--- config.mk ---
export PLATFORM = sky130hd
export DESIGN_NAME = sim_run_controller
export DESIGN_NICKNAME = d
export VERILOG_FILES = /design/src/rtl/sim_run_controller.sv
export SDC_FILE = /design/constraint.sdc
export NUM_CORES = 1
export LEC_CHECK = 0
export ABC_CLOCK_PERIOD_IN_PS = 4550
export CAP_MARGIN = 20
export CORE_ASPECT_RATIO = 1.5
export CORE_MARGIN = 8
export CORE_UTILIZATION = 50
export CTS_CLUSTER_SIZE = 25
export DETAILED_ROUTE_END_ITERATION = 10
export HOLD_SLACK_MARGIN = 0.02
export PLACE_DENSITY = 0.76
export REMOVE_ABC_BUFFERS = 1
export SKIP_CTS_REPAIR_TIMING = 1
export SLEW_MARGIN = 30
export SYNTH_ARGS = -nofsm -noshare
export SYNTH_HDL_FRONTEND = slang
export SYNTH_SLANG_ARGS = --single-unit
--- constraint.sdc ---
create_clock -name clk_i -period 4.55 [get_ports clk_i]
set_clock_uncertainty 0.15 [all_clocks]
set_input_delay 0.455 -clock clk_i [delete_from_list [all_inputs] [get_ports clk_i]]
set_output_delay 0.455 -clock clk_i [all_outputs]
set_load 0.01 [all_outputs]
--- src/rtl/sim_run_controller.sv ---
// sim_run_controller: harness lifecycle sequencer (reset hold, run, drain, verdict handshake).
// Define SIM_CTRL_HEARTBEAT_EN to add a heartbeat_o pulse every 2^HB_LOG2 run cycles.
module sim_run_controller #(
  parameter int unsigned RESET_CYCLES = 8,
  parameter int unsigned DRAIN_CYCLES = 4,
  parameter int unsigned CNT_W        = 64,
  parameter int unsigned HB_LOG2      = 10
) (
  input  logic             clk_i,
  input  logic             reset_i,
  input  logic [CNT_W-1:0] max_cycles_i,
  input  logic             verbose_i,
  input  logic             success_i,
  input  logic             failure_i,
  output logic             dut_reset_o,
  output logic             printf_cond_o,
  output logic [CNT_W-1:0] cycle_count_o,
  output logic             done_valid_o,
  input  logic             done_ready_i,
  output logic [1:0]       done_status_o,
  output logic [2:0]       state_o
`ifdef SIM_CTRL_HEARTBEAT_EN
  ,
  output logic             heartbeat_o
`endif
);
  typedef enum logic [2:0] {
    S_HOLD   = 3'd0,
    S_RUN    = 3'd1,
    S_DRAIN  = 3'd2,
    S_REPORT = 3'd3,
    S_HALT   = 3'd4
  } state_e;
  localparam logic [1:0] ST_NONE = 2'd0, ST_PASS = 2'd1, ST_FAIL = 2'd2, ST_TIMEOUT = 2'd3;
  state_e           state_q;
  logic [31:0]      hold_q, drain_q;
  logic [CNT_W-1:0] cnt_q, cnt_d;
  logic [1:0]       status_q, term_d;
  logic             dut_reset_q, done_valid_q;
  // Terminal priority: failure beats timeout beats success.
  assign term_d = failure_i ? ST_FAIL
                : (max_cycles_i != '0 && cnt_q >= max_cycles_i) ? ST_TIMEOUT
                : success_i ? ST_PASS : ST_NONE;
  assign cnt_d = &cnt_q ? cnt_q : cnt_q + CNT_W'(1);
  always_ff @(posedge clk_i or posedge reset_i) begin
    if (reset_i) begin
      state_q      <= S_HOLD;
      hold_q       <= '0;
      drain_q      <= '0;
      cnt_q        <= '0;
      status_q     <= ST_NONE;
      dut_reset_q  <= 1'b1;
      done_valid_q <= 1'b0;
    end else begin
      case (state_q)
        S_HOLD: begin
          hold_q <= hold_q + 32'd1;
          if (hold_q == RESET_CYCLES - 1) begin
            state_q     <= S_RUN;
            dut_reset_q <= 1'b0;
          end
        end
        S_RUN: begin
          if (term_d != ST_NONE) begin
            status_q <= term_d;
            drain_q  <= DRAIN_CYCLES;
            if (DRAIN_CYCLES == 0) begin
              state_q      <= S_REPORT;
              done_valid_q <= 1'b1;
            end else begin
              state_q <= S_DRAIN;
            end
          end else begin
            cnt_q <= cnt_d;
          end
        end
        S_DRAIN: begin
          drain_q <= drain_q - 32'd1;
          if (failure_i && status_q == ST_PASS) status_q <= ST_FAIL;
          if (drain_q == 32'd1) begin
            state_q      <= S_REPORT;
            done_valid_q <= 1'b1;
          end
        end
        S_REPORT: begin
          if (done_ready_i) begin
            state_q      <= S_HALT;
            done_valid_q <= 1'b0;
            dut_reset_q  <= 1'b1;
          end
        end
        default: ;
      endcase
    end
  end
  assign dut_reset_o   = dut_reset_q;
  assign printf_cond_o = verbose_i && (state_q == S_RUN || state_q == S_DRAIN);
  assign cycle_count_o = cnt_q;
  assign done_valid_o  = done_valid_q;
  assign done_status_o = status_q;
  assign state_o       = state_q;
`ifdef SIM_CTRL_HEARTBEAT_EN
  assign heartbeat_o = state_q == S_RUN && &cnt_q[HB_LOG2-1:0];
`ifndef SYNTHESIS
  always_ff @(posedge clk_i) begin
    if (heartbeat_o && verbose_i) $display("heartbeat cycle_count=%0d", cnt_q);
  end
`endif
`endif
endmodule
==> Word-level counts from Yosys, hierarchy flattened <==
Cells that the tools add are included.
{ "word_totals": {"regBits": 135, "input_bits": 70, "out_inout_bits": 72, "word_cells": 61} }
{ "classes": {"n_addsub": 3, "order_cmp": 1, "eq_ne": 11, "mux": 19, "bitwise": 2, "n_reduce_logical": 18} }
{ "op_table": {"columns": ["cell", "count"], "rows": [
  ["$add A64 B1 Y64 const B", 1],
  ["$ge A64 B64 Y1", 1],
  ["$pmux W32 S2", 1],
  ["$reduce_and A64 Y1", 1],
  ["$reduce_bool A64 Y1", 1],
  ["$add A32 B1 Y32 const B", 1],
  ["$eq A32 B1 Y1 const B", 1],
  ["$eq A32 B3 Y1 const B", 1],
  ["$mux W32", 1],
  ["$sub A32 B1 Y32 const B", 1],
  ["$mux W3", 4],
  ["$pmux W3 S4", 1],
  ["$reduce_and A3 Y1", 4],
  ["$ne A2 B2 Y1 const B", 5],
  ["$mux W2", 4],
  ["$reduce_bool A2 Y1", 4],
  ["$eq A3 B2 Y1 const B", 2],
  ["$mux W1", 5],
  ["$reduce_and A5 Y1", 1],
  ["$pmux W1 S2", 2],
  ["$pmux W2 S2", 1],
  ["$reduce_bool A4 Y1", 1],
  ["$eq A3 B1 Y1 const B", 1],
  ["$logic_and A1 B1 Y1", 3],
  ["other kinds (5)", 6]
]} }

==> Depth between registers and ports, before layout <==
{ "logic_depth": {"word_depth": 7, "mapped_depth": 12, "mapped_depth_nobuf": 11} }

==> Worst setup path before layout <==
No wires, ideal clock.
{ "synth_timing": {"kind": "input to register", "from": "input port max_cycles_i[55]", "to": "register cnt_q[54], in the netlist cycle_count_o[54]", "setup_ns": 0.127, "arrival_time_ns": 2.987, "t_required_ns": 4.273, "slack_ns": 1.286, "stages": 11, "path_buffers": 1, "cell_sequence": "inv_1 ha_1 a21oi_1 o21ai_0 a221o_1 a2111oi_0 a22oi_1 nor4_2 clkbuf_1 nand4_1 xnor2_1"} }
{ "synth_between": {"elab_chain_len": 7, "elab_cells_between_ends": 8, "classes_between": "order compare (1); mux (2); bitwise (1); reduce/logical (4)"} }
{ "synth_rtl": {"columns": ["item", "line", "rtl"], "rows": [
  ["from (decl)", "11", "input logic [CNT_W-1:0] max_cycles_i,"],
  ["$ge A64 B64 Y1 or $reduce_bool A64 Y1 (tied branches)", "42", ": (max_cycles_i != '0 && cnt_q >= max_cycles_i) ? ST_TIMEOUT"],
  ["$logic_and A1 B1 Y1 *", "42", null],
  ["$mux W2 *", "42", null],
  ["$mux W2 *", "41", "assign term_d = failure_i ? ST_FAIL"],
  ["$reduce_bool A2 Y1 *", "64", "if (term_d != ST_NONE) begin"],
  ["$not A1 Y1 (no source line) *", null, null],
  ["$reduce_and A3 Y1 (no source line) *", null, null],
  ["to (signal assigned)", "74", "cnt_q <= cnt_d;"],
  ["to (decl)", "37", "logic [CNT_W-1:0] cnt_q, cnt_d;"]
]} }
Mark *: on every way between the ends. The rest lies on a longest branch, timed or not.
A chain may end at the register's enable or synchronous reset.

==> Final worst setup path <==
{ "layout_timing": {"from": "input port max_cycles_i[61]", "to": "register drain_q[14]"} }
{ "layout_between": {"elab_chain_len": 7, "elab_cells_between_ends": 8, "classes_between": "order compare (1); eq/ne (1); mux (2); reduce/logical (4)"} }
{ "layout_rtl": {"columns": ["item", "line", "rtl"], "rows": [
  ["$ge A64 B64 Y1 or $reduce_bool A64 Y1 (tied branches)", "42", null],
  ["$logic_and A1 B1 Y1 *", "42", null],
  ["$mux W2 *", "42", null],
  ["$mux W2 *", "41", null],
  ["$reduce_bool A2 Y1 *", "64", null],
  ["$ne A2 B2 Y1 (no source line) *", null, null],
  ["$reduce_and A2 Y1 (no source line) *", null, null],
  ["to (signal assigned)", "78", "drain_q <= drain_q - 32'd1;"],
  ["to (decl)", "36", "logic [31:0] hold_q, drain_q;"]
]} }
Marked as above.

==> reports/summary.txt <==
LOGIC SYNTHESIS
-------------------------------------------------------------------------------
Area contributors post-synth                                       dfrtp_1 (41%), ha_1 (10%), xnor2_1 (10%), nand4_1 (4.1%), nand3_1 (3.7%)
Proportion of synthesized chip area in sequential cells                   41.4%
Flip-flop and latch count after synthesis                                   135
Number of enable-type register cells in the synthesized netlist               0
Yosys top cell by area                                                  dfrtp_1
Post-synth top area share                                                 41.0%
Yosys warning total                                                           0
Ys flop type                                                            dfrtp_1
Cell variety after synth                                                     51
Syn Std Cell Area                                                      8170 um2
Cell count after synthesis                                                  879
Mean instance size in the synthesized netlist                          9.30 um2
Post-synthesis async set-or-reset flop share                               100%

POWER AND IR DROP
-------------------------------------------------------------------------------
Cell Int Power                                                        0.00262 W
Switching power summed over all nets                                  0.00118 W
Clock network power share                                                 37.3%
Total power per unit cell area                                       363 nW/um2
Worst vdd rail ir drop                                                 0.321 mV
Logic gate share of total power                                           21.4%
Sequential share of power                                                 41.3%
Switching share of total power                                            31.1%
Leakage Power                                                           4.71 nW

STA
-------------------------------------------------------------------------------
Minimum clock period after layout                                       3.59 ns
Post-route setup slack                                                 0.962 ns
Setup repair after global routing missed its margin                       false
Hold Slack                                                             0.335 ns
Setup-failing EPs final                                                       0
Fraction of the cycle the final worst path needs                          78.9%
Max Slew Vio Count                                                            0
Slew HR                                                                   35.3%
Tightest Pin Transition                                                0.963 ns
Hold violation total from the final report                                    0
Max Clock Freq                                                          279 MHz

FLOORPLAN
-------------------------------------------------------------------------------
Std-Cell Rows                                                                57
I/O pin total                                                               142
Die height                                                               173 um
Overall die area                                                      20800 um2
Width of the chip                                                        120 um
Effective utilization at floorplan                                        50.7%
Std-Cell Core Area                                                    16100 um2

RUN
-------------------------------------------------------------------------------
# Max-Cap Violations                                                          0

GRT
-------------------------------------------------------------------------------
First-pass GRT wire length                                              36.3 mm
Initial antenna violation count                                               1
Pin count of the biggest net entering global routing                        109
Vias in the first global route                                             7377
Remaining global-route overflow                                               0
Overall fraction of global-route tracks in use                            21.7%

ROUTING
-------------------------------------------------------------------------------
Post-detailed-route via-to-cell ratio                                      5.74
Routed via count                                                           7161
Number of DRC markers after the initial detailed-route iteration            501
Aggregate routed wire length                                            22.3 mm
Count of TritonRoute iterations in the first routing pass                     6
DRC violations left                                                           0
Post-route antenna net violation count                                        0
DR WL/cell                                                              17.9 um

CLOCKING
-------------------------------------------------------------------------------
CTS Root Cell                                                         clkbuf_16
CTS clk-pin slew, worst paths                                           0.06 ns
TritonCTS buffer count                                                       17
CTS tree                                                                  built
CTS HTree Levels                                                              4
Clk_lat worst skew                                                      0.44 ns
Max Root-Sink Buffers                                                         2
Count of clock tree sinks                                                   135

LAYOUT
-------------------------------------------------------------------------------
Fill count                                                                 1377
Syn-to-layout area delta                                                  28.0%
Share of post-route cells with drive strength above 1                     5.19%
Combined flip-flop and latch cell area                                 3380 um2
Ant. Diodes                                                                   0
Combined area of the multi-input logic cells                           4440 um2
Final standard cell utilization of the core                               64.9%
Final std cell area, no fill                                          10500 um2
# nets final                                                               1166

WORST SETUP PATH
-------------------------------------------------------------------------------
Critical path data required time                                        4.70 ns
Endpoint arrival time on the critical path                              3.74 ns
Critical path startpoint category                                     input pin
Type of the setup path with the least slack                        input pin to register
Critical path fanouts, max                                                   18
Sort of element at the end of the critical path                        register

PLACED DESIGN
-------------------------------------------------------------------------------
HPWL after DPL                                                          16.8 mm
Placer Congestion                                                         0.916
# port buffers                                                              141
Pre-CTS setup slack                                                    0.590 ns
Post-Place Cell Area                                                   9850 um2

RUN STATUS
-------------------------------------------------------------------------------
Run status                                                         finished, final reports clean

MIN PATH
-------------------------------------------------------------------------------
Class of the most critical hold timing path                        register to register

==> metal layers <==
layer  up-vias  global-route usage (%)  wire length, um
met4         2                    11.7              862
met2       225                    36.6            10900
met5         -                       0                9
met3        59                    6.94             1480
met1      3429                    23.7             9010
li1       3446                       -                -
==> worst max-delay path, cell delays in order <==
cell	delay, ns
clkdlybuf4s50_1	0.48
inv_1	0.05
ha_1	0.29
nand4_1	0.20
nor4_1	0.54
nand2_1	0.15
a31oi_1	0.24
a2111oi_0	0.11
a22oi_1	0.53
o31a_1	0.23
buf_4	0.22
nand3b_1	0.14
o21ai_0	0.10
==> synth_stat cells (all sizes together), types with 4 or more instances <==
cell	n
a21oi	36
a31oi	10
and2	4
and3	35
and4	10
clkbuf	17
dfrtp	134
ha	68
inv	76
nand2	60
nand2b	9
nand3	60
nand3b	8
nand4	54
nor2	48
nor3	19
nor4	34
o21ai	30
o22ai	4
or3	16
xnor2	95
xor2	10
==> state kept, by name, summed over array words and instances (netlist names) <==
register and cells:
dut_reset_o 1, drain_q 32, state_o 3, hold_q 32, cycle_count_o 64, done_status_o 2, done_valid_o 1
==> cell usage in the layout (no fill, tap or decap), types with 3 or more instances in the layout <==
cell,n
clkdlybuf4s50_1,141
dfrtp_1,134
xnor2_1,95
inv_1,75
ha_1,68
nand2_1,60
nand3_1,60
nand4_1,54
nor2_1,48
a21oi_1,36
and3_1,35
nor4_1,32
o21ai_0,29
nor3_1,19
clkbuf_16,17
or3_1,14
a31oi_1,10
and4_1,10
xor2_1,10
nand2b_1,9
nand3b_1,8
buf_4,7
clkinv_4,5
clkinvlp_4,5
o22ai_1,4
a22oi_1,3
a21o_1,3
and2_1,3
o31ai_1,3
nor2b_1,3
nor4b_1,3
bufinv_16,3
==> worst paths after layout <==
path                                   start                end  slack (ns)  cells past startpoint
min                              drain_q[28]        drain_q[28]        0.33                      1
max reg2reg                cycle_count_o[61]        drain_q[14]        1.03                     11
min in group asynchronous            reset_i  cycle_count_o[36]        0.39                      2
max                         max_cycles_i[61]        drain_q[14]        0.96                     13
min reg2reg                      drain_q[28]        drain_q[28]        0.33                      1
max in group asynchronous            reset_i  cycle_count_o[23]        3.11                      3
==> power by group through the flow <==
stage               Clock, W  Sequential, W  Combinational (W)
floorplan                  0        0.00155           0.000516
global placement           0        0.00158           0.000788
detailed placement         0        0.00158           0.000811
CTS                  0.00143        0.00157           0.000817
global route         0.00148        0.00160           0.000912
finish               0.00142        0.00157           0.000811
==> final cells by class <==
cell class                      instances  share of cell area (%)
Inverter                               76                    2.80
Sequential cell                       135                    32.3
Multi-Input combinational cell        649                    42.5
Clock inverter                         15                    1.73
Tap cell                              206                    2.46
Clock buffer                           17                    4.07
Timing Repair Buffer                  149                    14.2
==> through the flow <==
step	setup TNS [ns]	std cells	total power, W
after global routing	0	1247	0.00399
after global placement	0	1215	0.00236
after CTS	0	1247	0.00382
after detailed placement	0	1215	0.00239
after floorplan	-44.41	860	0.00207
final	0	1247	0.00380
==> cells by family (layout without fill, tap and decap cells) <==
family	after synthesis	count (layout)	share of synthesized area (%)
compound gates	103	103	7.44
xor+xnor	105	105	11.3
fa+ha+maj	68	68	10.4
buf+inv	95	257	4.47
flops	135	135	41.4
mux	2	2	0.276
simple gates	371	371	24.8
No activity file was read; power rests on OpenSTA's default activity.
